### config.mk
export PLATFORM = sky130hd
export DESIGN_NAME = dmem_stream_port_flat
export DESIGN_NICKNAME = d
export VERILOG_FILES = /design/src/rtl/dmem_stream_port_if.sv /design/src/rtl/dmem_stream_port.sv /design/src/flat_wrapper.sv
export SDC_FILE = /design/constraint.sdc
export NUM_CORES = 1
export LEC_CHECK = 0
export BUFFER_PORTS_ARGS = -buffer_cell sky130_fd_sc_hd__buf_2
export CAP_MARGIN = 20
export CORE_MARGIN = 2
export CORE_UTILIZATION = 40
export DETAILED_ROUTE_END_ITERATION = 6
export MAX_ROUTING_LAYER = met4
export PLACE_DENSITY_LB_ADDON = 0.2
export SYNTH_ARGS = -nofsm -noshare
export SYNTH_HDL_FRONTEND = slang
export SYNTH_SLANG_ARGS = --single-unit
### constraint.sdc
create_clock -name clk -period 3.1 [get_ports clk]
set_input_delay 0.465 -clock clk [delete_from_list [all_inputs] [get_ports clk]]
set_output_delay 0.465 -clock clk [all_outputs]
set_load 0.01 [all_outputs]
### src/rtl/dmem_stream_port_if.sv
// Stream and memory-port bundle of the data-memory fill/drain engine.
// The slave modport is the engine side; the master modport is the element/memory environment.
interface dmem_stream_port_if #(
    parameter int unsigned ELEM_SIZE = 8,
    parameter int unsigned VECT_SIZE = 8
);
    localparam int unsigned DATA_W = ELEM_SIZE * VECT_SIZE;

    logic                 in_valid;
    logic [ELEM_SIZE-1:0] in_data;
    logic                 in_ready;
    logic                 out_valid;
    logic [ELEM_SIZE-1:0] out_data;
    logic                 out_ready;
    logic                 mem_we;
    logic [DATA_W-1:0]    mem_a;
    logic [DATA_W-1:0]    mem_wd;
    logic [DATA_W-1:0]    mem_rd;

    modport master (
        output in_valid, in_data, out_ready, mem_rd,
        input  in_ready, out_valid, out_data, mem_we, mem_a, mem_wd
    );

    modport slave (
        input  in_valid, in_data, out_ready, mem_rd,
        output in_ready, out_valid, out_data, mem_we, mem_a, mem_wd
    );
endinterface

### src/rtl/dmem_stream_port.sv
// Packs a byte-element stream into vector lines written to data memory (LOAD),
// and reads every line back out as an element stream (DUMP).
module dmem_stream_port #(
    parameter int unsigned MEMO_LINES = 64,
    parameter int unsigned VECT_SIZE  = 8,
    parameter int unsigned ELEM_SIZE  = 8
) (
    input  logic              clk,
    input  logic              reset,
    input  logic              start_load,
    input  logic              start_dump,
    output logic              busy,
    output logic              done,
    dmem_stream_port_if.slave bus
);
    localparam int unsigned LINE_W = $clog2(MEMO_LINES);
    localparam int unsigned ELEM_W = $clog2(VECT_SIZE);
    localparam int unsigned DATA_W = ELEM_SIZE * VECT_SIZE;
    localparam logic [LINE_W-1:0] LAST_LINE = LINE_W'(MEMO_LINES - 1);
    localparam logic [ELEM_W-1:0] LAST_ELEM = ELEM_W'(VECT_SIZE - 1);

    typedef enum logic [2:0] {
        S_IDLE,
        S_LOAD,
        S_WRITE,
        S_DUMP,
        S_DONE
    } state_t;

    state_t            state, state_nxt;
    logic [LINE_W-1:0] line, line_nxt;
    logic [ELEM_W-1:0] elem, elem_nxt;
    logic [DATA_W-1:0] pack, pack_nxt;

    logic              in_ready_q;
    logic              out_valid_q;
    logic              mem_we_q;
    logic              busy_q;
    logic              done_q;
    logic [DATA_W-1:0] mem_a_q;
    logic [DATA_W-1:0] mem_wd_q;

    // State, counters and pack register
    always_ff @(posedge clk) begin
        if (reset) begin
            state <= S_IDLE;
            line  <= '0;
            elem  <= '0;
            pack  <= '0;
        end else begin
            state <= state_nxt;
            line  <= line_nxt;
            elem  <= elem_nxt;
            pack  <= pack_nxt;
        end
    end

    // Next-state and counter update
    always_comb begin
        state_nxt = state;
        line_nxt  = line;
        elem_nxt  = elem;
        pack_nxt  = pack;
        unique case (state)
            S_IDLE: begin
                if (start_load) begin
                    state_nxt = S_LOAD;
                    line_nxt  = '0;
                    elem_nxt  = '0;
                end else if (start_dump) begin
                    state_nxt = S_DUMP;
                    line_nxt  = '0;
                    elem_nxt  = '0;
                end
            end
            S_LOAD: begin
                if (bus.in_valid) begin
                    pack_nxt[32'(elem) * ELEM_SIZE +: ELEM_SIZE] = bus.in_data;
                    if (elem == LAST_ELEM) begin
                        elem_nxt  = '0;
                        state_nxt = S_WRITE;
                    end else begin
                        elem_nxt = elem + ELEM_W'(1);
                    end
                end
            end
            S_WRITE: begin
                if (line == LAST_LINE) begin
                    line_nxt  = '0;
                    state_nxt = S_DONE;
                end else begin
                    line_nxt  = line + LINE_W'(1);
                    state_nxt = S_LOAD;
                end
            end
            S_DUMP: begin
                if (bus.out_ready) begin
                    if (elem == LAST_ELEM) begin
                        elem_nxt = '0;
                        if (line == LAST_LINE) begin
                            line_nxt  = '0;
                            state_nxt = S_DONE;
                        end else begin
                            line_nxt = line + LINE_W'(1);
                        end
                    end else begin
                        elem_nxt = elem + ELEM_W'(1);
                    end
                end
            end
            S_DONE: state_nxt = S_IDLE;
            default: state_nxt = S_IDLE;
        endcase
    end

    // Output flags and memory port decoded one cycle early so they register with the state
    always_ff @(posedge clk) begin
        if (reset) begin
            in_ready_q  <= 1'b0;
            out_valid_q <= 1'b0;
            mem_we_q    <= 1'b0;
            busy_q      <= 1'b0;
            done_q      <= 1'b0;
            mem_a_q     <= '0;
            mem_wd_q    <= '0;
        end else begin
            in_ready_q  <= (state_nxt == S_LOAD);
            out_valid_q <= (state_nxt == S_DUMP);
            mem_we_q    <= (state_nxt == S_WRITE);
            busy_q      <= (state_nxt == S_LOAD) || (state_nxt == S_WRITE) || (state_nxt == S_DUMP);
            done_q      <= (state_nxt == S_DONE);
            mem_a_q     <= ((state_nxt == S_WRITE) || (state_nxt == S_DUMP))
                           ? DATA_W'({line_nxt, 2'b00}) : '0;
            mem_wd_q    <= (state_nxt == S_WRITE) ? pack_nxt : '0;
        end
    end

    assign bus.in_ready  = in_ready_q;
    assign bus.out_valid = out_valid_q;
    assign bus.mem_we    = mem_we_q;
    assign bus.mem_a     = mem_a_q;
    assign bus.mem_wd    = mem_wd_q;
    assign busy          = busy_q;
    assign done          = done_q;

    // Read data is combinational from memory, so the lane select cannot be registered
    assign bus.out_data = out_valid_q ? bus.mem_rd[32'(elem) * ELEM_SIZE +: ELEM_SIZE] : '0;
endmodule

### src/flat_wrapper.sv
// flat-port wrapper written by rule: the top's interface ports become plain ports
module dmem_stream_port_flat 
#(
    parameter int unsigned MEMO_LINES = 64,
    parameter int unsigned VECT_SIZE  = 8,
    parameter int unsigned ELEM_SIZE  = 8
)
  (clk, reset, start_load, start_dump, busy, done, bus_in_valid, bus_in_data, bus_out_ready, bus_mem_rd, bus_in_ready, bus_out_valid, bus_out_data, bus_mem_we, bus_mem_a, bus_mem_wd);
  dmem_stream_port_if #(.ELEM_SIZE(ELEM_SIZE), .VECT_SIZE(VECT_SIZE)) bus_i ();
  input  logic clk;
  input  logic reset;
  input  logic start_load;
  input  logic start_dump;
  output logic busy;
  output logic done;
  input wire logic [$bits(bus_i.in_valid)-1:0] bus_in_valid;
  input wire logic [$bits(bus_i.in_data)-1:0] bus_in_data;
  input wire logic [$bits(bus_i.out_ready)-1:0] bus_out_ready;
  input wire logic [$bits(bus_i.mem_rd)-1:0] bus_mem_rd;
  output wire logic [$bits(bus_i.in_ready)-1:0] bus_in_ready;
  output wire logic [$bits(bus_i.out_valid)-1:0] bus_out_valid;
  output wire logic [$bits(bus_i.out_data)-1:0] bus_out_data;
  output wire logic [$bits(bus_i.mem_we)-1:0] bus_mem_we;
  output wire logic [$bits(bus_i.mem_a)-1:0] bus_mem_a;
  output wire logic [$bits(bus_i.mem_wd)-1:0] bus_mem_wd;
  assign bus_i.in_valid = bus_in_valid;
  assign bus_i.in_data = bus_in_data;
  assign bus_i.out_ready = bus_out_ready;
  assign bus_i.mem_rd = bus_mem_rd;
  assign bus_in_ready = bus_i.in_ready;
  assign bus_out_valid = bus_i.out_valid;
  assign bus_out_data = bus_i.out_data;
  assign bus_mem_we = bus_i.mem_we;
  assign bus_mem_a = bus_i.mem_a;
  assign bus_mem_wd = bus_i.mem_wd;
  dmem_stream_port #(.MEMO_LINES(MEMO_LINES), .VECT_SIZE(VECT_SIZE), .ELEM_SIZE(ELEM_SIZE)) u_core (.clk(clk), .reset(reset), .start_load(start_load), .start_dump(start_dump), .busy(busy), .done(done), .bus(bus_i));
endmodule
# [Word level (Yosys, flattened, before mapping)]
# Index checks and enable logic that the tools add are counted.
[classes] addsub=3 n_reduce_logical=8 n_bitwise=2 eq_ne=12 shift=3 muxes=25
[ops] op="$mux 64" count=2
[ops] op="$bwmux 64" count=1
[ops] op="$shift 8x34->64 const A" count=1
[ops] op="$shiftx 64x7->8" count=1
[ops] op="$shiftx 8x34->64" count=1
[ops] op="$mux 3" count=13
[ops] op="$neg 6->34" count=1
[ops] op="$mux 6" count=5
[ops] op="$pmux 6 s3" count=1
[ops] op="$eq 3x2->1 const B" count=4
[ops] op="$pmux 3 s4" count=1
[ops] op="$pmux 3 s3" count=1
[ops] op="$mux 8" count=1
[ops] op="$add 6x1->6 const B" count=1
[ops] op="$eq 3x1->1 const B" count=2
[ops] op="$eq 3x3->1 const B" count=2
[ops] op="$eq 6x6->1 const B" count=1
[ops] op="$ne 2x2->1 const B" count=2
[ops] op="$reduce_and 4->1" count=1
[ops] op="$reduce_or 2->1" count=2
[ops] op="$add 3x1->3 const B" count=1
[ops] op="$logic_not 3->1" count=1
[ops] op="$logic_or 1x1->1" count=3
[ops] op="$ne 3x3->1 const B" count=1
[ops] op="other kinds (2)" count=3
[totals] elab_cells=65 register_bits=209 out_inout_bits=141 inputBits=78

# [Longest topological paths before layout]
# Gate-level depths: netlist of run 1.
[logic_depth] ltp_word=9 mapped_depth=10 mapped_depth_nobuf=7

# [Worst setup path before layout of run 1]
# OpenSTA, ideal clock, no wires.
[synth_path] path_type="flip-flop to flip-flop" startpoint="register u_core.elem[1]" endpoint="register u_core.pack[40]" stages_incl_launch_ff=11 n_path_buf=4 arrival_time_ps=2436 slack_ps=536 required_ps=2972 setup_time_ps=128 synth_period_minus_slack_ps=2564 cell_sequence="dfxtp_1 -> buf_2 -> buf_1 -> inv_1 -> ha_1 -> buf_2 -> inv_1 -> or4_1 -> buf_2 -> mux2i_1 -> nor2_1"
[synth_via] elab_chain_len=5 elab_cells_between_ends=6 classes_between="add/sub: 1; shift: 2; mux: 3"
[synth_lines] element="from (decl)" line="dmem_stream_port.sv:32" source="logic [ELEM_W-1:0] elem, elem_nxt;"
[synth_lines] element="from (signal assigned)" line="dmem_stream_port.sv:53" source="elem <= elem_nxt;"
[synth_lines] element="$neg 6->34 *" line="dmem_stream_port.sv:78" source="pack_nxt[32'(elem) * ELEM_SIZE +: ELEM_SIZE] = bus.in_data;"
[synth_lines] element="$shiftx 8x34->64 / $shift 8x34->64 (equally long branches)" line="dmem_stream_port.sv:78"
[synth_lines] element="$bwmux 64 *" line="dmem_stream_port.sv:78"
[synth_lines] element="$mux 64 *" line="dmem_stream_port.sv:77" source="if (bus.in_valid) begin"
[synth_lines] element="$mux 64 *" line="dmem_stream_port.sv:64" source="unique case (state)"
[synth_lines] element="to (signal assigned)" line="dmem_stream_port.sv:54" source="pack <= pack_nxt;"
[synth_lines] element="to (decl)" line="dmem_stream_port.sv:33" source="logic [DATA_W-1:0] pack, pack_nxt;"
# Mark *: on every way between the ends. The rest lies on a longest branch, timed or not.
# A chain may end at the register's enable or synchronous reset.

# [Worst setup path after layout of run 1]
[layout_path] startpoint="register u_core.elem[0]" endpoint="output port bus_out_data[5]"
[layout_via] elab_chain_len=2
[layout_lines] element="$shiftx 64x7->8" line="dmem_stream_port.sv:147" source="assign bus.out_data = out_valid_q ? bus.mem_rd[32'(elem) * ELEM_SIZE +: ELEM_SIZE] : '0;"
[layout_lines] element="$mux 8" line="dmem_stream_port.sv:147"
[layout_lines] element="to (decl)" line="flat_wrapper.sv:22" source="output wire logic [$bits(bus_i.out_data)-1:0] bus_out_data;"
# Every way passes these cells.

==> results, run 1 <==
- The flow ran to the end, and the final reports show no timing, DRC or antenna violations.
- CTS saw 151 sinks.
- The die area is 16100 um^2.
- Yosys attributes the largest share of cell area to sky130_fd_sc_hd__dfxtp_1, sky130_fd_sc_hd__mux2i_1, sky130_fd_sc_hd__nor2_1, sky130_fd_sc_hd__buf_4, sky130_fd_sc_hd__mux4_2.
- The ratio of cells with drive above 1 in the final layout is 31.5%.
- The via count is 4494.
- The instance count along the most critical hold path is 3.
- The clock passes through at most 2 buffers.
- The filler cell count in the final layout is 1379.
- Per report_power, the combinational group accounts for 7.2% of the total.
- The number of buffers inserted during clock tree synthesis is 17.
- The type of element launching the critical path is a register.
- For this run, the detailed router's first-pass iteration total came to 4.
- The internal power of the cells totals 3.14 mW.
- The fraction of the cycle the final worst path needs is 88.7%.
- Hold repair after CTS inserted 0 buffers.
- At the worst endpoint, the required time is 2.63 ns.
- The register share of total power is 47.2%.
- The power per unit of standard cell area is 571 nW/um^2.
- The mean post-synth cell area is 10.3 um^2.
- The summed negative setup slack over all endpoints is 0 ns.
- During synthesis, Yosys emitted a total of 0 warnings.
- In this run the biggest area consumer among cell types represents 49.9% of the synthesized area.
- The H-tree generated during clock tree synthesis spans 4 levels.
- The worst-case headroom to the max-slew limit is 46.1%.
- Buffers added to address setup during post-CTS repair amount to 0.
- The number of vias per cell is 4.82.
- The post-synth design cell area is 6050 um^2.
- The reported leakage power is 3.40 nW.
- Setup repair after global routing left no endpoint under its margin.
- The I/O pin count is 219.
- The height of the chip is 127 um.
- The clock latency of the later-clocked register in the worst-skew pair is 0.42 ns.
- The gate count after technology mapping is 586.
- For this run, the leading register cell type out of synthesis is sky130_fd_sc_hd__dfxtp_1.
- The register clock-pin slew on the reported worst setup and hold paths is 0.06 ns.
- The post-placement cell count is 899.
- The global-route usage over all layers is 18.0%.
- The count of input and output buffers is 160.
- The most common library cell in the layout ignoring fill and taps is sky130_fd_sc_hd__buf_2.
- The first global-routing pass estimated 21900 um of wire.
- The count of maximum capacitance violations is 0.
- The worst register-to-register path has a depth of 6.
- The number of flops mapped to enable cells by yosys is 0.
- The detailed-placement wirelength estimate is 10200 um.
- The area of combinational cells with multiple inputs is 2600 um^2.
- The kind of critical path is register to output pin.
- The worst hold path belongs to the class primary input to register.
- Setup violations remaining at the end of the flow were counted as 0.
- For this run the aggregate overflow at the end of global routing stands at 0.
- For the worst setup path, the data arrival time is 2.28 ns.
- The post-cts repair resize count is 0.
- The core footprint is 14600 um^2.
- Hold timing on the final database bottoms out at a slack of 0.425 ns.
- The initial antenna violation count was 1.
- The switching power of the nets is 1.03 mW.
- The TritonCTS clock tree is built.
- The count of endpoints failing hold in the final timing report is 0.
- The clock period could shrink to 2.75 ns.
- Leaving out fill and tap cells, the most frequent cells in the layout are sky130_fd_sc_hd__buf_2, sky130_fd_sc_hd__dfxtp_1, sky130_fd_sc_hd__nor2_1.
- The post-layout worst setup margin is 0.351 ns.
- The pre-CTS worst setup slack is 0.511 ns.
- The clock network accounts for 45.6% of the total power.
- The clock tree skew after final layout is 0.00916 ns.
- Entering global routing, the biggest net connects 76 pins.
- Relative to the synthesized area, the layout overhead comes to 20.5%.
- The maximum achievable frequency is 364 MHz.
- The die width is 127 um.
- For this run, design rule violations remaining after detail routing come to 0.
- The antenna violation net count after detailed routing is 0.
- At the pin with the least slew margin, the transition time is 0.808 ns.
- The number of different library cells used by synthesis comes to 58.
- The utilization of the core after routing is 49.8%.
- The fraction of power spent switching nets is 24.7%.
- CTS placed an instance of sky130_fd_sc_hd__clkbuf_16 at the clock tree root.
- The count of standard-cell rows is 44.
- The worst-path maximum fanout is 18.
- The number of DRC markers after the initial detailed-route iteration is 185.
- The number of max-slew violations in the final report is 0.
- The initial cell density of the core is 41.3%.
- The flip-flop and latch count after synthesis is 151.
- The endpoint class of the critical path is an output pin.
- The total wire length after detailed routing is 14400 um.
- After the last flow step, the layout net total stands at 817.
- The synthesized design spends more area on one cell type than any other, namely sky130_fd_sc_hd__dfxtp_1.
- For this run, asynchronously set or reset flops after synthesis account for 0%.
- The share of synthesized area occupied by flip-flops and latches is 49.9%.
- The sequential cells in the finished layout cover a total of 3020 um^2.
- The number of global-route vias before repair came to 4345.
- The routed length per instance is 15.5 um.
- After the flow finishes, the layout carries non-filler instances totaling 932.
- VDD sags by at most 0.289 mV.
- The last weighted congestion value of the routability-driven placer is 0.824.
==> through the flow <==
| step | total power [mW] | area [um^2] |
|---|---|---|
| 6_report | 4.17 | 7300 |
| 5_1_grt | 4.32 | 7300 |
| 3_3_place_gp | 2.30 | 6740 |
| 3_5_place_dp | 2.31 | 6740 |
| 2_1_floorplan | 2.26 | 6270 |
| 4_1_cts | 4.21 | 7290 |
==> Yosys cell counts (6+ instances only) <==
library cell and instances:
sky130_fd_sc_hd__nor2_2 10, sky130_fd_sc_hd__mux4_2 16, sky130_fd_sc_hd__buf_2 10, sky130_fd_sc_hd__a21boi_0 8, sky130_fd_sc_hd__clkbuf_1 18, sky130_fd_sc_hd__nor2_1 132
sky130_fd_sc_hd__mux2i_1 66, sky130_fd_sc_hd__buf_6 6, sky130_fd_sc_hd__dfxtp_1 151, sky130_fd_sc_hd__a21oi_1 7, sky130_fd_sc_hd__buf_4 59, sky130_fd_sc_hd__nand2_1 20
==> flip-flops by register name, indices dropped and copies added (netlist names) <==
signal	cells
u_core.pack	64
u_core.elem	3
u_core.bus.mem_a	6
u_core.busy	1
u_core.bus.mem_we	1
u_core.done	1
u_core.bus.out_valid	1
u_core.state	3
u_core.line	6
u_core.bus.in_ready	1
u_core.bus.mem_wd	64
==> routing by layer <==
metal	wire length [um]	up-vias	global-route usage [%]	share of wire, %
met5	0	-	-	0
met4	298	0	6.98	2.1
met3	850	23	3.73	5.9
met2	7280	190	31.8	50
met1	5990	2134	20.0	42
li1	-	2147	-	-
==> layout make-up <==
type	count	share of cell area (%)
Antenna cell	1	0.0343
Clock inverter	13	1.49
Clock buffer	19	6.07
Timing Repair Buffer	166	11.8
Tap cell	184	3.16
Multi-Input combinational cell	391	35.7
Inverter	7	0.360
Sequential cell	151	41.4
==> cell families (layout without fill, tap and decap cells) <==
group                      after synthesis  after routing  synth area share [%]
and+or+nand+nor                        208            208                  16.5
DFF                                    151            151                  49.9
buffers and inverters                  101            205                  10.9
muxes                                   82             82                  16.9
AOI/OAI and AO/OA                       38             38                  4.71
adders and majority gates                5              5                  1.03
other                                    1             59                0.0619
==> path summary, 6_finish.rpt <==
| path | slack [ns] | to | from |
|---|---|---|---|
| setup / recovery | 0.35 | bus_out_data[5] | u_core.elem[0]$_SDFFE_PP0P_ |
| hold / removal | 0.42 | u_core.elem[2]$_SDFFE_PP0P_ | reset |
| setup reg to reg | 0.52 | u_core.pack[17]$_SDFF_PP0_ | u_core.elem[2]$_SDFFE_PP0P_ |
| hold reg to reg | 0.49 | u_core.pack[29]$_SDFF_PP0_ | u_core.pack[29]$_SDFF_PP0_ |
==> power by group through the flow <==
stage	clock [mW]	sequential (mW)	combinational, mW
floorplan	0	2.00	0.256
global placement	0	2.01	0.293
detailed placement	0	2.01	0.299
CTS	1.94	1.97	0.300
global route	2.03	1.97	0.325
finish	1.90	1.97	0.300
==> critical path, cell delays in order, from the launching register on <==
cell,delay (ns)
sky130_fd_sc_hd__dfxtp_1,0.50
sky130_fd_sc_hd__buf_4,0.38
sky130_fd_sc_hd__mux4_2,0.55
sky130_fd_sc_hd__nand2_1,0.08
sky130_fd_sc_hd__a21boi_0,0.17
sky130_fd_sc_hd__buf_2,0.19
No activity file was read; power rests on OpenSTA's default activity.
==> run 2, diff against run 1 <==
--- a/config.mk
+++ b/config.mk
@@ -7,6 +7,7 @@
 export LEC_CHECK = 0
 export BUFFER_PORTS_ARGS = -buffer_cell sky130_fd_sc_hd__buf_2
 export CAP_MARGIN = 20
+export CORE_ASPECT_RATIO = 0.5
 export CORE_MARGIN = 2
 export CORE_UTILIZATION = 40
 export DETAILED_ROUTE_END_ITERATION = 6
==> results, run 2 (same netlist as run 1, synthesis figures left out) <==
- The detailed-router iteration count before antenna repair was 4 (unchanged).
- The post-cts repair resize count is 0 (unchanged).
- The required time of the worst setup path is 3.40 ns (+0.77 ns).
- The number of H-tree levels is 4 (unchanged).
- The height of the chip is 91.0 um (-28%).
- The initial cell density of the core is 41.4% (+0.060 points).
- The worst ir drop on vdd is 0.321 mV (+11%).
- The largest net degree at the start of global routing is 76 (unchanged).
- The ratio of cells with drive above 1 in the final layout is 31.1% (-0.36 points).
- The path class of the tightest hold or removal check is primary input to register.
- The count of maximum capacitance violations was 0 (unchanged).
- By startpoint and endpoint, the worst setup path is classified as register to register.
- The number of buffers added to fix hold violations after cts was 0 (unchanged).
- The reg2reg setup slack is 0.39 ns (-0.13 ns).
- The transition at the pin with the smallest max-transition slack is 0.868 ns (+0.0601 ns).
- The summed negative setup slack over all endpoints is 0 ns (unchanged).
- The count of endpoints failing hold in the final timing report is 0 (unchanged).
- The final standard cell area without fillers came to 7330 um^2 (+0.48%).
- The worst-case hold path end point is u_core.elem[2]$_SDFFE_PP0P_.
- The buffers inserted during post-CTS setup optimization was 0 (unchanged).
- The tree is rooted in a sky130_fd_sc_hd__clkbuf_16.
- The cell area after placement is 6760 um^2 (+0.26%).
- The area taken by flip-flops and latches is 3020 um^2 (unchanged).
- The number of max-slew violations in the final report was 0 (unchanged).
- The maximum achievable frequency was 369 MHz (+1.3%).
- The number of buffers inserted during clock tree synthesis is 17 (unchanged).
- The initial antenna violation count is 0 (-1).
- In this run the critical register-to-register path is captured at u_core.bus.mem_wd[28]$_SDFF_PP0_.
- The number of endpoints failing setup at the final stage is 0 (unchanged).
- The worst-case headroom to the max-slew limit is 42.1% (-4.0 points).
- The number of antenna cells inserted is 0 (-1).
- Setup repair after global routing left no endpoint under its margin.
- The I/O pin count was 219 (unchanged).
- The number of cells on the worst reg-to-reg path came to 6 (unchanged).
- The last weighted congestion value of the routability-driven placer was 0.760 (-7.8%).
- The data arrival at the endpoint of the critical path came to 3.01 ns (+0.73 ns).
- The number of global-route vias before repair is 4044 (-6.9%).
- The wire length of the first global-routing pass is 20800 um (-4.9%).
- The fraction of the cycle the final worst path needs is 87.5% (-1.1 points).
- The clock tree skew after final layout is 0.00788 ns (-0.00127 ns).
- The filler cell count in the final layout came to 1418 (+2.8%).
- The power per unit of standard cell area came to 582 nW/um^2 (+1.8%).
- The antenna violation net count after detailed routing came to 0 (unchanged).
- The remaining global-route overflow is 0 (unchanged).
- The flow ran to the end, and the final reports show no timing, DRC or antenna violations.
- STA classifies the critical path endpoint as a register.
- The routed length per instance is 14.4 um (-7.2%).
- The worst setup path is launched from a register.
- The die width is 178 um (+40%).
- The clock latency of the later-clocked register in the worst-skew pair came to 0.41 ns (about the same).
- The launch point of the worst hold path is reset.
- The number of DRC markers after the initial detailed-route iteration is 215 (+16%).
- The instance count along the most critical hold path is 3 (unchanged).
- The number of clock sinks is 151 (unchanged).
- The total wire length after detailed routing is 13600 um (-6.0%).
- The maximum number of buffers from clock root to sink is 2 (unchanged).
- The library cells used most frequently in the layout, excluding fill and tap cells, are sky130_fd_sc_hd__buf_2, sky130_fd_sc_hd__dfxtp_1, sky130_fd_sc_hd__nor2_1.
- The clock period minus worst slack is 2.71 ns (-0.0356 ns).
- Relative to the synthesized area, the layout overhead comes to 21.1%.
- The number of vias per cell is 4.62 (-4.2%).
- The via count is 4361 (-3.0%).
- TritonCTS built the clock tree.
- The core footprint was 14600 um^2 (-0.14%).
- The die area is 16200 um^2 (+0.37%).
- The count of input and output buffers is 160 (unchanged).
- The startpoint identified for the worst register-to-register timing path is u_core.elem[0]$_SDFFE_PP0P_.
- The remaining design rule violation count is 0 (unchanged).
- The area of combinational cells with multiple inputs came to 2600 um^2 (unchanged).
- The count of standard-cell rows came to 31 (-30%).
- The worst-path maximum fanout is 27 (+9).
- The global-route usage over all layers is 17.1% (-0.86 points).
- The reported leakage power is 3.42 nW (+0.43%).
- The total number of nets in the final design is 817 (unchanged).
- The total power of the final layout was 4.27 mW (+2.3%).
- Leaving out fill and tap cells, the most frequent cell in the layout is sky130_fd_sc_hd__buf_2.
- The detailed-placement wirelength estimate is 9340 um (-8.8%).
- The register clock-pin slew on the reported worst setup and hold paths came to 0.06 ns (about the same).
-- run 2: changes by cell type in the layout (fill, tap and decap cells not counted), moves of 2 or more --
| cell | previous run | this run |
|---|---|---|
| sky130_fd_sc_hd__inv_6 | 5 | 2 |
| sky130_fd_sc_hd__clkinvlp_4 | 5 | 3 |
| sky130_fd_sc_hd__clkbuf_1 | 1 | 3 |
| sky130_fd_sc_hd__bufinv_16 | 0 | 2 |
-- run 2: how the worst max path moves through the flow --
stage | startpoint | end | slack [ns] | cells past startpoint
after CTS | u_core.elem[0]$_SDFFE_PP0P_ | u_core.bus.mem_wd[24]$_SDFF_PP0_ | 0.38 | 6
final | u_core.elem[0]$_SDFFE_PP0P_ | u_core.bus.mem_wd[28]$_SDFF_PP0_ | 0.39 | 6
after detailed placement | u_core.elem[0]$_SDFFE_PP0P_ | u_core.bus.mem_wd[28]$_SDFF_PP0_ | 0.40 | 6
after floorplan | u_core.elem[1]$_SDFFE_PP0P_ | u_core.pack[40]$_SDFF_PP0_ | 0.54 | 10
after global routing | u_core.elem[0]$_SDFFE_PP0P_ | u_core.bus.mem_wd[26]$_SDFF_PP0_ | 0.17 | 6
after global placement | u_core.elem[0]$_SDFFE_PP0P_ | u_core.bus.mem_wd[28]$_SDFF_PP0_ | 0.41 | 6
-- run 2: layout make-up --
type                       instances  area share (%)
timing repair buffer             166            11.7
inverter                           7           0.358
clock inverter                    10            1.66
tap                              198            3.38
multi-input combinational        391            35.5
clock buffer                      21            6.14
sequential                       151            41.2
-- run 2: critical path, cell delays in order (launching register included) --
cell,delay (ns)
sky130_fd_sc_hd__dfxtp_1,0.54
sky130_fd_sc_hd__ha_1,0.21
sky130_fd_sc_hd__ha_1,0.33
sky130_fd_sc_hd__a41oi_1,0.30
sky130_fd_sc_hd__o2111ai_4,0.78
sky130_fd_sc_hd__buf_4,0.35
sky130_fd_sc_hd__nor2_1,0.07
-- run 2: per-layer routing --
layer	global-route usage (%)	vias to the layer above	share of wire, %
met5	-	-	0
met4	6.15	0	1.1
met3	3.10	14	5.1
met2	27.5	131	48
met1	21.7	2067	46
li1	-	2149	-
-- run 2: per-stage QoR --
step,util (%),worst slack [ns],hold slack (ns),std cells
2_1_floorplan,-,0.536,0.456,643
3_3_place_gp,46.2,0.406,0.468,913
3_5_place_dp,46.2,0.396,0.478,913
4_1_cts,50.1,0.379,0.410,944
5_1_grt,50.1,0.165,0.451,944
6_report,50.1,0.386,0.414,944
-- run 2: power breakdown --
part	switching [mW]	leakage, nW	total (mW)	internal [mW]
combinational	0.169	1.93	0.292	0.122
sequential	0.0149	1.22	1.97	1.95
clock	0.795	0.272	2.01	1.21
total	0.980	3.42	4.27	3.29
